<file path="config.mk">
export PLATFORM = sky130hd
export DESIGN_NAME = mem_access_unit
export DESIGN_NICKNAME = d
export VERILOG_FILES = /design/src/rtl/mem_pkg.sv /design/src/rtl/mem_access_unit_load_align.sv /design/src/rtl/mem_access_unit.sv
export SDC_FILE = /design/constraint.sdc
export NUM_CORES = 1
export LEC_CHECK = 0
export BUFFER_PORTS_ARGS = -buffer_cell sky130_fd_sc_hd__buf_2
export CAP_MARGIN = 5
export CORE_AREA = 2 2 131 133
export CTS_CLUSTER_SIZE = 8
export DETAILED_ROUTE_END_ITERATION = 12
export DIE_AREA = 0 0 133 135
export PLACE_DENSITY_LB_ADDON = 0.1
export SLEW_MARGIN = 0
export SYNTH_ARGS = -nofsm -noshare
export SYNTH_HDL_FRONTEND = slang
export SYNTH_SLANG_ARGS = --single-unit
</file>
<file path="constraint.sdc">
create_clock -name clk -period 3.6 [get_ports clk]
set_input_delay 0.36 -clock clk [delete_from_list [all_inputs] [get_ports clk]]
set_output_delay 0.36 -clock clk [all_outputs]
set_load 0.05 [all_outputs]
</file>
<file path="src/rtl/mem_pkg.sv">
// Shared definitions for the memory stage: funct3 codes, FSM states and
// lane/strobe helpers used by the access unit and the load aligner.
package mem_pkg;

  localparam logic [2:0] F3_B  = 3'b000;
  localparam logic [2:0] F3_H  = 3'b001;
  localparam logic [2:0] F3_W  = 3'b010;
  localparam logic [2:0] F3_BU = 3'b100;
  localparam logic [2:0] F3_HU = 3'b101;

  typedef enum logic [1:0] {
    S_IDLE = 2'd0,
    S_BUS  = 2'd1,
    S_RESP = 2'd2
  } state_t;

  function automatic logic [7:0] lane_byte(input logic [31:0] w, input logic [1:0] a);
    logic [7:0] b;
    case (a)
      2'd0:    b = w[7:0];
      2'd1:    b = w[15:8];
      2'd2:    b = w[23:16];
      default: b = w[31:24];
    endcase
    return b;
  endfunction

  function automatic logic [15:0] lane_half(input logic [31:0] w, input logic hi);
    return hi ? w[31:16] : w[15:0];
  endfunction

  function automatic logic [3:0] store_strb(input logic [2:0] f3, input logic [1:0] a);
    logic [3:0] s;
    case (f3[1:0])
      2'b00:   s = 4'b0001 << a;
      2'b01:   s = 4'b0011 << {a[1], 1'b0};
      default: s = 4'b1111;
    endcase
    return s;
  endfunction

  function automatic logic [31:0] store_lanes(input logic [2:0] f3, input logic [31:0] d);
    logic [31:0] r;
    case (f3[1:0])
      2'b00:   r = {4{d[7:0]}};
      2'b01:   r = {2{d[15:0]}};
      default: r = d;
    endcase
    return r;
  endfunction

  function automatic logic f3_legal(input logic [2:0] f3, input logic is_load);
    logic ok;
    case (f3)
      F3_B, F3_H, F3_W: ok = 1'b1;
      F3_BU, F3_HU:     ok = is_load;
      default:          ok = 1'b0;
    endcase
    return ok;
  endfunction

  function automatic logic misaligned(input logic [2:0] f3, input logic [1:0] a);
    return ((f3[1:0] == 2'b01) && a[0]) || ((f3[1:0] == 2'b10) && (a != 2'b00));
  endfunction

endpackage

</file>
<file path="src/rtl/mem_access_unit_load_align.sv">
// Extracts the addressed byte/half from a read word and sign/zero-extends it.
// Purely combinational so the cache can share it later.
module load_align
  import mem_pkg::*;
(
  input  logic [31:0] rdata,
  input  logic [1:0]  addr,
  input  logic [2:0]  funct3,
  output logic [31:0] data
);

  logic [7:0]  b;
  logic [15:0] h;

  assign b = lane_byte(rdata, addr);
  assign h = lane_half(rdata, addr[1]);

  always_comb begin
    data = rdata;
    case (funct3)
      F3_B:    data = {{24{b[7]}}, b};
      F3_BU:   data = {24'h0, b};
      F3_H:    data = {{16{h[15]}}, h};
      F3_HU:   data = {16'h0, h};
      default: data = rdata;
    endcase
  end

endmodule

</file>
<file path="src/rtl/mem_access_unit.sv">
// Memory stage: issues loads/stores on a req/ack bus and emits one
// registered write-back beat per accepted instruction.
//
// state  | meaning
// IDLE   | ready, accepting the next EX/MEM instruction
// BUS    | mem_req held, waiting for mem_ack
// RESP   | wb_valid beat presented for one cycle
module mem_access_unit
  import mem_pkg::*;
#(
  parameter int ADDR_W = 32
) (
  input  logic              clk,
  input  logic              rst_n,
  input  logic              ex_valid,
  input  logic [31:0]       ex_alu_result,
  input  logic [31:0]       ex_store_data,
  input  logic              ex_mem_read,
  input  logic              ex_mem_write,
  input  logic [2:0]        ex_funct3,
  input  logic [4:0]        ex_rd,
  input  logic              ex_reg_write,
  input  logic              flush,
  output logic              ex_ready,
  output logic              stall,
  output logic              mem_req,
  output logic              mem_we,
  output logic [ADDR_W-1:0] mem_addr,
  output logic [31:0]       mem_wdata,
  output logic [3:0]        mem_wstrb,
  input  logic              mem_ack,
  input  logic [31:0]       mem_rdata,
  output logic              wb_valid,
  output logic [4:0]        wb_rd,
  output logic              wb_reg_write,
  output logic [31:0]       wb_data,
  output logic              fault
);

  state_t      state;
  logic [31:0] alu_q;
  logic [2:0]  f3_q;
  logic [1:0]  lo_q;
  logic [4:0]  rd_q;
  logic        load_q, rw_q, flushed_q, wb_rw_q;
  logic        is_mem, bad;
  logic [31:0] ld_data;

  assign is_mem = ex_mem_read | ex_mem_write;
  assign bad    = is_mem & ((ex_mem_read & ex_mem_write)
                          | ~f3_legal(ex_funct3, ex_mem_read)
                          | misaligned(ex_funct3, ex_alu_result[1:0]));

  load_align u_align (
    .rdata (mem_rdata),
    .addr  (lo_q),
    .funct3(f3_q),
    .data  (ld_data)
  );

  assign stall = ex_valid & ~ex_ready;
  // A flush landing on the beat cycle still kills the register write.
  assign wb_reg_write = wb_rw_q & ~(flush & (state == S_RESP));

  always_ff @(posedge clk or negedge rst_n) begin
    if (!rst_n) begin
      state     <= S_IDLE;
      ex_ready  <= 1'b1;
      mem_req   <= 1'b0;
      mem_we    <= 1'b0;
      mem_addr  <= '0;
      mem_wdata <= '0;
      mem_wstrb <= '0;
      wb_valid  <= 1'b0;
      wb_rd     <= '0;
      wb_rw_q   <= 1'b0;
      wb_data   <= '0;
      fault     <= 1'b0;
      alu_q     <= '0;
      f3_q      <= '0;
      lo_q      <= '0;
      rd_q      <= '0;
      load_q    <= 1'b0;
      rw_q      <= 1'b0;
      flushed_q <= 1'b0;
    end else begin
      wb_valid <= 1'b0;
      fault    <= 1'b0;
      case (state)
        S_IDLE: begin
          if (ex_valid && !flush) begin
            alu_q     <= ex_alu_result;
            f3_q      <= ex_funct3;
            lo_q      <= ex_alu_result[1:0];
            rd_q      <= ex_rd;
            load_q    <= ex_mem_read;
            rw_q      <= ex_reg_write;
            flushed_q <= 1'b0;
            ex_ready  <= 1'b0;
            if (!is_mem || bad) begin
              state    <= S_RESP;
              wb_valid <= 1'b1;
              wb_rd    <= ex_rd;
              wb_data  <= ex_alu_result;
              wb_rw_q  <= ex_reg_write & ~bad;
              fault    <= bad;
            end else begin
              state     <= S_BUS;
              mem_req   <= 1'b1;
              mem_we    <= ex_mem_write;
              mem_addr  <= {ex_alu_result[ADDR_W-1:2], 2'b00};
              mem_wdata <= ex_mem_write ? store_lanes(ex_funct3, ex_store_data) : 32'h0;
              mem_wstrb <= ex_mem_write ? store_strb(ex_funct3, ex_alu_result[1:0]) : 4'h0;
            end
          end
        end
        S_BUS: begin
          if (flush) flushed_q <= 1'b1;
          if (mem_ack) begin
            state    <= S_RESP;
            mem_req  <= 1'b0;
            wb_valid <= 1'b1;
            wb_rd    <= rd_q;
            wb_data  <= load_q ? ld_data : alu_q;
            wb_rw_q  <= load_q & rw_q & ~flushed_q & ~flush;
          end
        end
        S_RESP: begin
          state    <= S_IDLE;
          ex_ready <= 1'b1;
          if (flush) wb_rw_q <= 1'b0;
        end
        default: begin
          state    <= S_IDLE;
          ex_ready <= 1'b1;
        end
      endcase
    end
  end

endmodule

</file>
==> impl_metrics.csv, run 1 <==
group,metric,value,unit
synthesis,async_flop_share,100,%
routing,ant_nets,0,
finish,final_nets,1063,
worst_setup_path,worstPathRequired,3.90,ns
finish,layout-drive-gt1-share,36.8,%
synthesis,synth_cell_types,53,
cts,path_clk_slew,0.06,ns
die,pin_count,224,
power,total_power,0.00920,W
cts,cts_made_buffers,17,
synthesis,synth_seq_area_share,50.2,%
cts,clock_sinks,154,
synthesis,avgSynthCellArea,10.2,um^2
routing,drc_errors,0,
timing,fmax,0.403,GHz
timing,max_slew.worst_pin.slew,0.873,ns
synthesis,synth.most_common_cell,"dfrtp_1",
global_routing,overflow,0,
routing,wire_per_inst,17.5,um
cts,clk_path_buf_depth,2,
status,status,"completed",
die,die_area,0.0180,mm^2
die,core,0.0164,mm^2
synthesis,synth_top_area_share,49.9,%
worst_setup_path,crit_chain,"inv_1 -> ha_2 -> buf_4 -> nor2b_1 -> o211ai_1 -> a211oi_1 -> o41ai_2",
global_routing,first_global_vias,6026,
timing,grt_setup_unrepaired,"false",
power,leakage,4.56,nW
hold_path,min_path_type,"primary input to register",
synthesis,yosys.area.top_type,"dfrtp_1",
global_routing,grt_max_degree,65,
cts,insertion_delay,0.42,ns
worst_setup_path,crit_fanout,51,
timing,fin_crit,2.48,ns
finish,fin_cells,1182,
die,dieHeight,135,um
worst_setup_path,startpoint_type,"register",
power,max-vdd-ir-drop,0.456,mV
place,io_buffers,221,
worst_setup_path,crit_type,"register to register",
timing,hold_viol_final,0,
synthesis,ys_ff_latch,154,
place,gp_congestion,0.813,
finish,utilization,58.1,%
synthesis,synth_common_cells,"dfrtp_1, nand2_1, mux2_2",
cts,post_cts_resized,0,
timing,final.setup.worst_slack,1.12,ns
timing,clock_skew,0.00712,ns
die,die_x,133,um
timing,setup_viol,0,
place,place_worst_setup_slack,1.06,ns
global_routing,grt_first_pass_wirelength,32.7,mm
worst_setup_path,endpoint_kind,"register",
power,power.density,965,mW/mm^2
timing,fin_setup_tns,0,ns
routing,viasPerCell,5.26,
worst_setup_path,slowest_delay,0.51,ns
finish,seq_area,0.00385,mm^2
routing,first_pass_iters,5,
synthesis,synth_area_leaders,"dfrtp_1, mux2_2, nand2_1",
finish,fillerInstances,1483,
die,start_util,46.8,%
synthesis,syn_inst,752,
global_routing,track_usage,23.3,%
cts,cts_tree,"done",
place,hpwlAfterDp,14.7,mm
worst_setup_path,cp_data_arrival_time,2.78,ns
finish,multi_input_area,0.00352,mm^2
synthesis,yosys_warnings,0,
global_routing,antenna_found_initial,2,
job,drv_cap,0,
place,dp.cells,1147,
routing,vias,6221,
timing,slew_headroom,41.6,%
synthesis,synth_top_flop_cell,"dfrtp_1",
synthesis,synth.cell_area,0.00767,mm^2
cts,htree_levels,4,
die,row_count,47,
routing,wl,20.7,mm
cts,cts-root-buf,"clkbuf_16",
routing,drtIter0Drc,304,
timing,fin_crit_sh,69.0,%
timing,drv_slew,0,
finish,syn2layout_area_growth,24.2,%
synthesis,synth_edf_count,0,
worst_setup_path,slowest_stage,"buf_4",
-- state kept, by name, summed over array words and instances (netlist names), 2 cells and up --
register / cells
alu_q: 32
f3_q: 3
mem_addr: 30
mem_wdata: 32
mem_wstrb: 4
rd_q: 5
state: 2
wb_data: 32
wb_rd: 5
-- through the flow --
step                area (um^2)  hold WS [ns]
finish                     9530         0.191
global route               9530         0.182
CTS                        9530         0.177
detailed placement         8920         0.396
global placement           8920         0.401
floorplan                  7680        0.0644
-- kinds of logic (layout without fill, tap and decap cells) --
| family | count (synthesis) | in the layout | synth area share [%] |
|---|---|---|---|
| flops | 154 | 154 | 50.2 |
| simple gates | 222 | 222 | 12.6 |
| buf+inv | 70 | 277 | 4.34 |
| mux | 116 | 116 | 16.5 |
| compound gates | 184 | 184 | 15.5 |
| fa+ha+maj | 4 | 4 | 0.652 |
| xor+xnor | 1 | 1 | 0.114 |
| other cells | 1 | 4 | 0.0489 |
-- worst paths after layout --
check	from	cells after the start	endpoint	slack, ns
setup / recovery	state[1]	7	wb_data[5]	1.12
setup reg to reg	state[1]	7	wb_data[5]	1.12
min in group asynchronous	rst_n	2	mem_addr[24]	0.49
hold / removal	ex_alu_result[21]	2	mem_addr[21]	0.19
hold reg to reg	mem_wstrb[1]	2	mem_wstrb[1]	0.47
max in group asynchronous	rst_n	3	mem_wdata[12]	2.27
-- routing by layer --
metal	wire length [um]	part of all wire, %	GRT usage [%]	vias to the layer above
li1	-	-	-	3056
met1	9720	47	32.9	2963
met2	9350	45	35.3	175
met3	1300	6.3	5.67	27
met4	333	1.6	7.89	0
met5	0	0	0	-
-- critical path: cells and delay by family (launching register included) --
kind / cells / cell delay, ns
AO/OA/AOI/OAI: 3 / 0.79
adder cells (fa/ha/maj): 1 / 0.17
buffers and inverters: 2 / 0.61
flip-flops: 1 / 0.41
AND/OR/NAND/NOR: 1 / 0.35
-- what timing repair did --
item / CTS / global route
endpoints found under the hold margin: 61 / 0
setup buffers: 0 / 0
hold buffers: 1 / 0
-- cells in the final DEF (no fill, tap or decap), types with 2 or more instances in the layout --
cell type | Yosys | final
mux2i_1 | 38 | 38
a21oi_1 | 19 | 19
nor2_1 | 38 | 38
o31ai_1 | 8 | 8
nand2_1 | 132 | 132
ha_1 | 4 | 3
nand4_1 | 2 | 2
nand3_1 | 5 | 4
buf_2 | 11 | 220
bufinv_16 | 0 | 2
a221oi_1 | 8 | 8
clkinvlp_4 | 0 | 4
clkbuf_1 | 35 | 2
o41ai_1 | 3 | 3
clkbuf_8 | 0 | 4
dfrtp_1 | 153 | 153
o22a_1 | 7 | 7
a211oi_1 | 5 | 5
nand2b_1 | 5 | 5
and2_1 | 5 | 5
nor2b_1 | 22 | 22
clkbuf_16 | 0 | 17
o21ai_1 | 17 | 17
a31oi_1 | 35 | 35
o21ai_0 | 57 | 57
conb_1 | 1 | 2
nor3_1 | 6 | 6
or2_2 | 2 | 2
o22ai_1 | 8 | 8
mux2_2 | 77 | 77
buf_12 | 0 | 2
buf_4 | 5 | 9
a21o_1 | 3 | 3
inv_1 | 12 | 12
diode_2 | 0 | 2
-- area by class of cell --
type,count,share of cell area (%)
timing repair buffer,233,12.9
antenna,2,0.0525
multi-input combinational,529,36.9
sequential,154,40.4
clock inverter,9,1.18
tap,220,2.89
clock buffer,23,5.12
inverter,12,0.473
-- report_power, final --
part	total [W]	leakage (nW)	internal (W)	switching, W
Sequential	0.00295	1.92	0.00249	0.000455
Clock	0.00181	0.282	0.00110	0.000715
Combinational	0.00444	2.35	0.00129	0.00315
Total	0.00920	4.56	0.00487	0.00432
Note: power is estimated with default switching activity, not from simulation.
==> inputs of run 2 (changes only) <==
ABC_AREA = 1   (was unset)
CORE_AREA = 2 2 130 132   (was 2 2 131 133)
DIE_AREA = 0 0 132 134   (was 0 0 133 135)
clock period = 2.1 ns   (was 3.6 ns; I/O delays follow)
==> run 2 against run 1 <==
  * Flip-flop and latch count unchanged
  * Synthesized cell count increased by 33%
  * Clock-buffer cell count down 1
  * Hold slack worse by 0.18 ns
  * Via count rose by 16%
  * First-iteration DRC count rose by 57%
  * Register-to-register slack lost 0.87 ns
  * Die area fell by 1.5%
  * Wire length increased by 7.3%
  * Maximum frequency is 34% higher
  * Global-route usage grew 2.3 points
  * Highest routed layer unchanged
==> impl_metrics.csv, run 2 <==
group,metric,value,unit
status,status,"completed",
finish,fin_area,0.00950,mm^2
finish,final_nets,1327,
synthesis,synth.cell_area,0.00757,mm^2
global_routing,antenna_found_initial,1,
routing,wl,22.2,mm
worst_setup_path,crit_fanout,23,
synthesis,syn_inst,1001,
routing,vias,7234,
routing,viasPerCell,5.02,
routing,ant_nets,0,
finish,final_cell_mix,"nand2_1, buf_2, dfrtp_1, a21oi_1, nor2_1",
worst_setup_path,ff2ff_setup_slack,0.25,ns
cts,cts_made_buffers,17,
job,drv_cap,0,
routing,wire_per_inst,15.4,um
timing,fin_crit,1.85,ns
power,max-vdd-ir-drop,0.771,mV
cts,clk_path_buf_depth,2,
die,dieHeight,134,um
timing,drv_slew,0,
timing,setup_viol,0,
worst_setup_path,endpoint_kind,"register",
die,start_util,46.5,%
synthesis,synth_seq_area_share,50.9,%
synthesis,avgSynthCellArea,7.56,um^2
routing,first_pass_iters,5,
global_routing,grt_first_pass_wirelength,35.7,mm
timing,max_slew.worst_pin.slew,0.550,ns
worst_setup_path,worstPathRequired,2.41,ns
timing,fin_setup_tns,0,ns
timing,grt_setup_unrepaired,"false",
place,placed_area,0.00893,mm^2
synthesis,synth_top_flop_cell,"dfrtp_1",
power,swShare,49.6,%
timing,fin_crit_sh,88.0,%
cts,htree_levels,4,
synthesis,synth_top_area_share,50.6,%
global_routing,grt_max_degree,66,
die,die_x,132,um
synthesis,ys_ff_latch,154,
place,gp_congestion,0.879,
global_routing,first_global_vias,6820,
power,power.density,1660,mW/mm^2
synthesis,synth.most_common_cell,"nand2_1",
worst_setup_path,cp_data_arrival_time,2.16,ns
power,pwr-share-seq,31.2,%
die,core,0.0163,mm^2
finish,fillerInstances,1609,
finish,top_regs,"alu_q: 32 flops, mem_wdata: 32 flops, wb_data: 32 flops",
synthesis,synth_cell_types,28,
cts,path_clk_slew,0.06,ns
worst_setup_path,r2r-start,"state[0]",
place,hpwlAfterDp,15.8,mm
global_routing,track_usage,25.6,%
timing,hold_viol_final,0,
synthesis,synth_edf_count,0,
power,total_power,0.0158,W
worst_setup_path,startpoint_type,"register",
routing,drc_errors,0,
timing,clock_skew,0.00659,ns
finish,layout_commonest_cell,"nand2_1",
worst_setup_path,crit_type,"register to register",
timing,fmax,0.541,GHz
die,row_count,47,
power,clkPwrFrac,18.3,%
die,pin_count,224,
finish,layout-drive-gt1-share,24.1,%
synthesis,yosys_warnings,0,
global_routing,overflow,0,
die,die_area,0.0177,mm^2
timing,slew_headroom,63.3,%
synthesis,yosys.area.top_type,"dfrtp_1",
hold_path,holdPathEnd,"alu_q[28]",
finish,syn2layout_area_growth,25.5,%
hold_path,hold_depth,3,
cts,clock_sinks,154,
cts,cts_setup_buffers,0,
worst_setup_path,rr_endpoint,"wb_data[26]",
cts,cts_tree,"done",
power,switching_power,0.00782,W
finish,diodes,0,
cts,insertion_delay,0.42,ns
cts,cts-root-buf,"clkbuf_16",
power,pwr-share-comb,50.5,%
power,p_int,0.00796,W
power,leakage,5.07,nW
synthesis,synth_area_leaders,"dfrtp_1, nand2_1, a21oi_1",
hold_path,min_path_type,"primary input to register",
routing,drtIter0Drc,477,
hold_path,hold_path_startpoint,"ex_alu_result[28]",
synthesis,async_flop_share,100,%
place,io_buffers,221,
synthesis,synth_common_cells,"nand2_1, dfrtp_1, a21oi_1",
worst_setup_path,reg2reg_depth,9,
-- run 2: cell count changes after synthesis, moves of 8 or more --
cell      previous run  this run
a31oi_1             35         1
nor2b_1             22         0
o31ai_1              8         0
inv_2                0         8
o21ai_0             57        67
nor2_1              38        87
mux2i_1             38         0
o21ai_1             17        64
mux2_2              77         0
a221oi_1             8         0
nand2_1            132       314
nand3_1              5        30
a21oi_1             19       114
inv_1               12        76
-- run 2: routing by layer --
metal	wire [um]	global-route usage (%)
met2	10300	40.8
met1	9970	35.8
met4	320	7.07
met5	0	0
met3	1600	5.29
-- run 2: layout make-up --
cell class,instances,area [um^2],share of cell area [%]
multi-input combinational,701,3090,32.5
clock inverter,8,71.3,0.751
inverter,85,319,3.36
clock buffer,22,474,4.99
tap,220,275,2.90
timing repair buffer,252,1420,14.9
sequential,154,3850,40.6
-- run 2: power groups by stage --
stage                     registers, W  logic, W  clock network [W]
final                          0.00492   0.00796            0.00289
after global routing           0.00507   0.00868            0.00304
after CTS                      0.00493   0.00802            0.00294
after detailed placement       0.00496   0.00800                  0
after global placement         0.00495   0.00791                  0
after floorplan                0.00775   0.00303                  0
-- run 2: stage by stage --
stage | hold WS (ns) | setup WS, ns | utilization [%] | instances
4_1_cts | 0.00315 | 0.201 | 58.3 | 1442
3_5_place_dp | 0.212 | 0.208 | 54.8 | 1410
3_3_place_gp | 0.214 | 0.277 | 54.8 | 1410
6_report | 0.0115 | 0.251 | 58.3 | 1442
5_1_grt | 0.0206 | 0.0406 | 58.3 | 1442
2_1_floorplan | -0.0856 | 0.118 | - | 1002
-- run 2: repair_timing --
action / in CTS / in global routing
endpoints found under the setup margin: 0 / 1
gates resized for setup: 0 / 1
hold buffers: 2 / 0
endpoints found under the hold margin: 52 / 0
-- run 2: worst max-delay path, stage by stage, from the launching register on --
cell and delay, ns:
dfrtp_1 0.40, inv_1 0.08, ha_1 0.26, nand2_1 0.12
nand2_1 0.10, nor2_1 0.16, nand2_2 0.19, buf_6 0.24
nor2_1 0.12, a21oi_1 0.07
-- run 2: cell families after synthesis --
kind of cell	Yosys count	share of synthesized area [%]
AND/OR/NAND/NOR	439	22.7
AO/OA/AOI/OAI	256	17.3
flip-flops	154	50.9
buffers and inverters	147	8.38
adder cells (fa/ha/maj)	4	0.661
other	1	0.0495
-- run 2: worst max path at each step --
stage / startpoint / to / slack (ns) / cells after the start
6_report: state[0] / wb_data[26] / 0.25 / 9
4_1_cts: state[0] / wb_data[15] / 0.20 / 10
5_1_grt: state[0] / wb_data[8] / 0.04 / 10
2_1_floorplan: state[0] / wb_reg_write / 0.12 / 3
3_5_place_dp: state[0] / wb_data[15] / 0.21 / 10
3_3_place_gp: state[0] / wb_data[15] / 0.28 / 10
==> inputs of run 3 (changes only) <==
SETUP_SLACK_MARGIN = 0.3   (was unset)
==> run 3 against run 2 <==
  * Utilization up 0.79 points
  * Clock power up 8.0%
  * Highest routed layer unchanged
  * Wire length up 2.3%
==> impl_metrics.csv, run 3 (synthesis gave the netlist of run 2 again) <==
group,metric,value,unit
routing,vias,7340,
power,power.density,1680,mW/mm^2
worst_setup_path,crit_type,"register to output pin",
timing,fmax,0.590,GHz
status,status,"completed",
finish,final_cell_mix,"nand2_1, buf_2, dfrtp_1, a21oi_1, nor2_1",
power,switching_power,0.00796,W
power,pwr-share-seq,30.2,%
routing,ant_nets,0,
die,start_util,46.5,%
finish,diodes,0,
global_routing,first_global_vias,6860,
job,drv_cap,0,
die,core,0.0163,mm^2
global_routing,track_usage,26.0,%
timing,hold_viol_final,0,
worst_setup_path,startpoint_type,"register",
cts,path_clk_slew,0.06,ns
global_routing,grt_first_pass_wirelength,36.5,mm
finish,fin_area,0.00963,mm^2
finish,utilization,59.1,%
routing,wl,22.7,mm
worst_setup_path,crit_fanout,3,
timing,clock_skew,0.00692,ns
finish,layout-drive-gt1-share,25.1,%
power,pwr-share-comb,50.5,%
worst_setup_path,endpoint_kind,"output pin",
routing,wl_met2,10.4,mm
routing,first_pass_iters,5,
timing,grt_setup_unrepaired,"false",
timing,drv_slew,0,
cts,clock_sinks,154,
global_routing,overflow,0,
worst_setup_path,cp_data_arrival_time,1.49,ns
global_routing,grt_max_degree,93,
finish,final_nets,1331,
finish,top_regs,"alu_q: 32 flops, mem_wdata: 32 flops, wb_data: 32 flops",
die,die_area,0.0177,mm^2
place,gp_congestion,0.904,
timing,setup_viol,0,
cts,clk_path_buf_depth,2,
place,io_buffers,221,
routing,drt-met1-wl,10.5,mm
power,clkPwrFrac,19.2,%
routing,viasPerCell,5.07,
timing,hold_slack,0.00951,ns
routing,top_layer,"met4",
timing,fin_crit,1.70,ns
cts,insertion_delay,0.43,ns
routing,met3_length,1.33,mm
timing,fin_setup_tns,0,ns
power,leakage,5.11,nW
timing,fin_crit_sh,80.8,%
cts,cts-root-buf,"clkbuf_16",
cts,cts_made_buffers,17,
die,dieHeight,134,um
global_routing,antenna_found_initial,0,
finish,layout_commonest_cell,"nand2_1",
hold_path,min_path_type,"primary input to register",
routing,drc_errors,0,
die,die_x,132,um
power,p_int,0.00824,W
cts,cts_tree,"done",
routing,drtIter0Drc,578,
worst_setup_path,worstPathRequired,1.89,ns
place,placed_area,0.00891,mm^2
cts,htree_levels,4,
place,hpwlAfterDp,15.9,mm
die,row_count,47,
power,swShare,49.1,%
timing,slew_headroom,65.8,%
routing,wire_per_inst,15.7,um
power,max-vdd-ir-drop,0.859,mV
die,pin_count,224,
timing,max_slew.worst_pin.slew,0.512,ns
finish,syn2layout_area_growth,27.2,%
run 3: metal layers:
layer,vias to the layer above,global-route usage [%]
met5,-,0
met4,0,8.21
met3,42,5.48
met2,238,39.8
met1,3423,37.1
li1,3637,-
run 3: final timing paths:
kind / start / end / slack [ns] / cells past startpoint
max in group asynchronous: rst_n / ex_ready / 1.29 / 3
min reg2reg: alu_q[11] / alu_q[11] / 0.47 / 2
min: ex_alu_result[30] / alu_q[30] / 0.01 / 3
max: state[0] / wb_reg_write / 0.40 / 4
max reg2reg: state[1] / flushed_q / 0.41 / 7
min in group asynchronous: rst_n / mem_addr[23] / 0.34 / 3
run 3: worst max-delay path: stages (launching register included):
cell and delay [ns]:
dfrtp_1 0.37, inv_1 0.09, ha_1 0.23, a21boi_1 0.15
buf_4 0.22
run 3: per-stage QoR:
step                      setup slack [ns]  power, W  cells
after floorplan                      0.370    0.0108   1002
after global placement               0.272    0.0129   1410
after detailed placement             0.222    0.0130   1410
after CTS                            0.292    0.0162   1443
after global routing                 0.275    0.0172   1447
final                                0.404    0.0162   1447
run 3: power groups by stage:
stage	combinational (W)	clock, W	sequential [W]
global placement	0.00801	0	0.00494
detailed placement	0.00809	0	0.00493
finish	0.00819	0.00312	0.00490
CTS	0.00812	0.00318	0.00490
floorplan	0.00303	0	0.00775
global route	0.00888	0.00332	0.00504
run 3: area by class of cell:
type                            count  area (um^2)
Clock inverter                     11          145
Fill cell                        1553         6660
Clock buffer                       20          447
Sequential cell                   154         3850
Inverter                           85          319
Multi-Input combinational cell    701         3130
Tap cell                          220          275
Timing Repair Buffer              256         1460
run 3: what timing repair did:
| action | in CTS | in global routing |
|---|---|---|
| hold endpoints to repair | 154 | 0 |
| setup buffers | 0 | 4 |
| pin swaps | 0 | 1 |
| resized for setup | 4 | 21 |
| hold buffers | 2 | 0 |
| setup endpoints to repair | 86 | 121 |
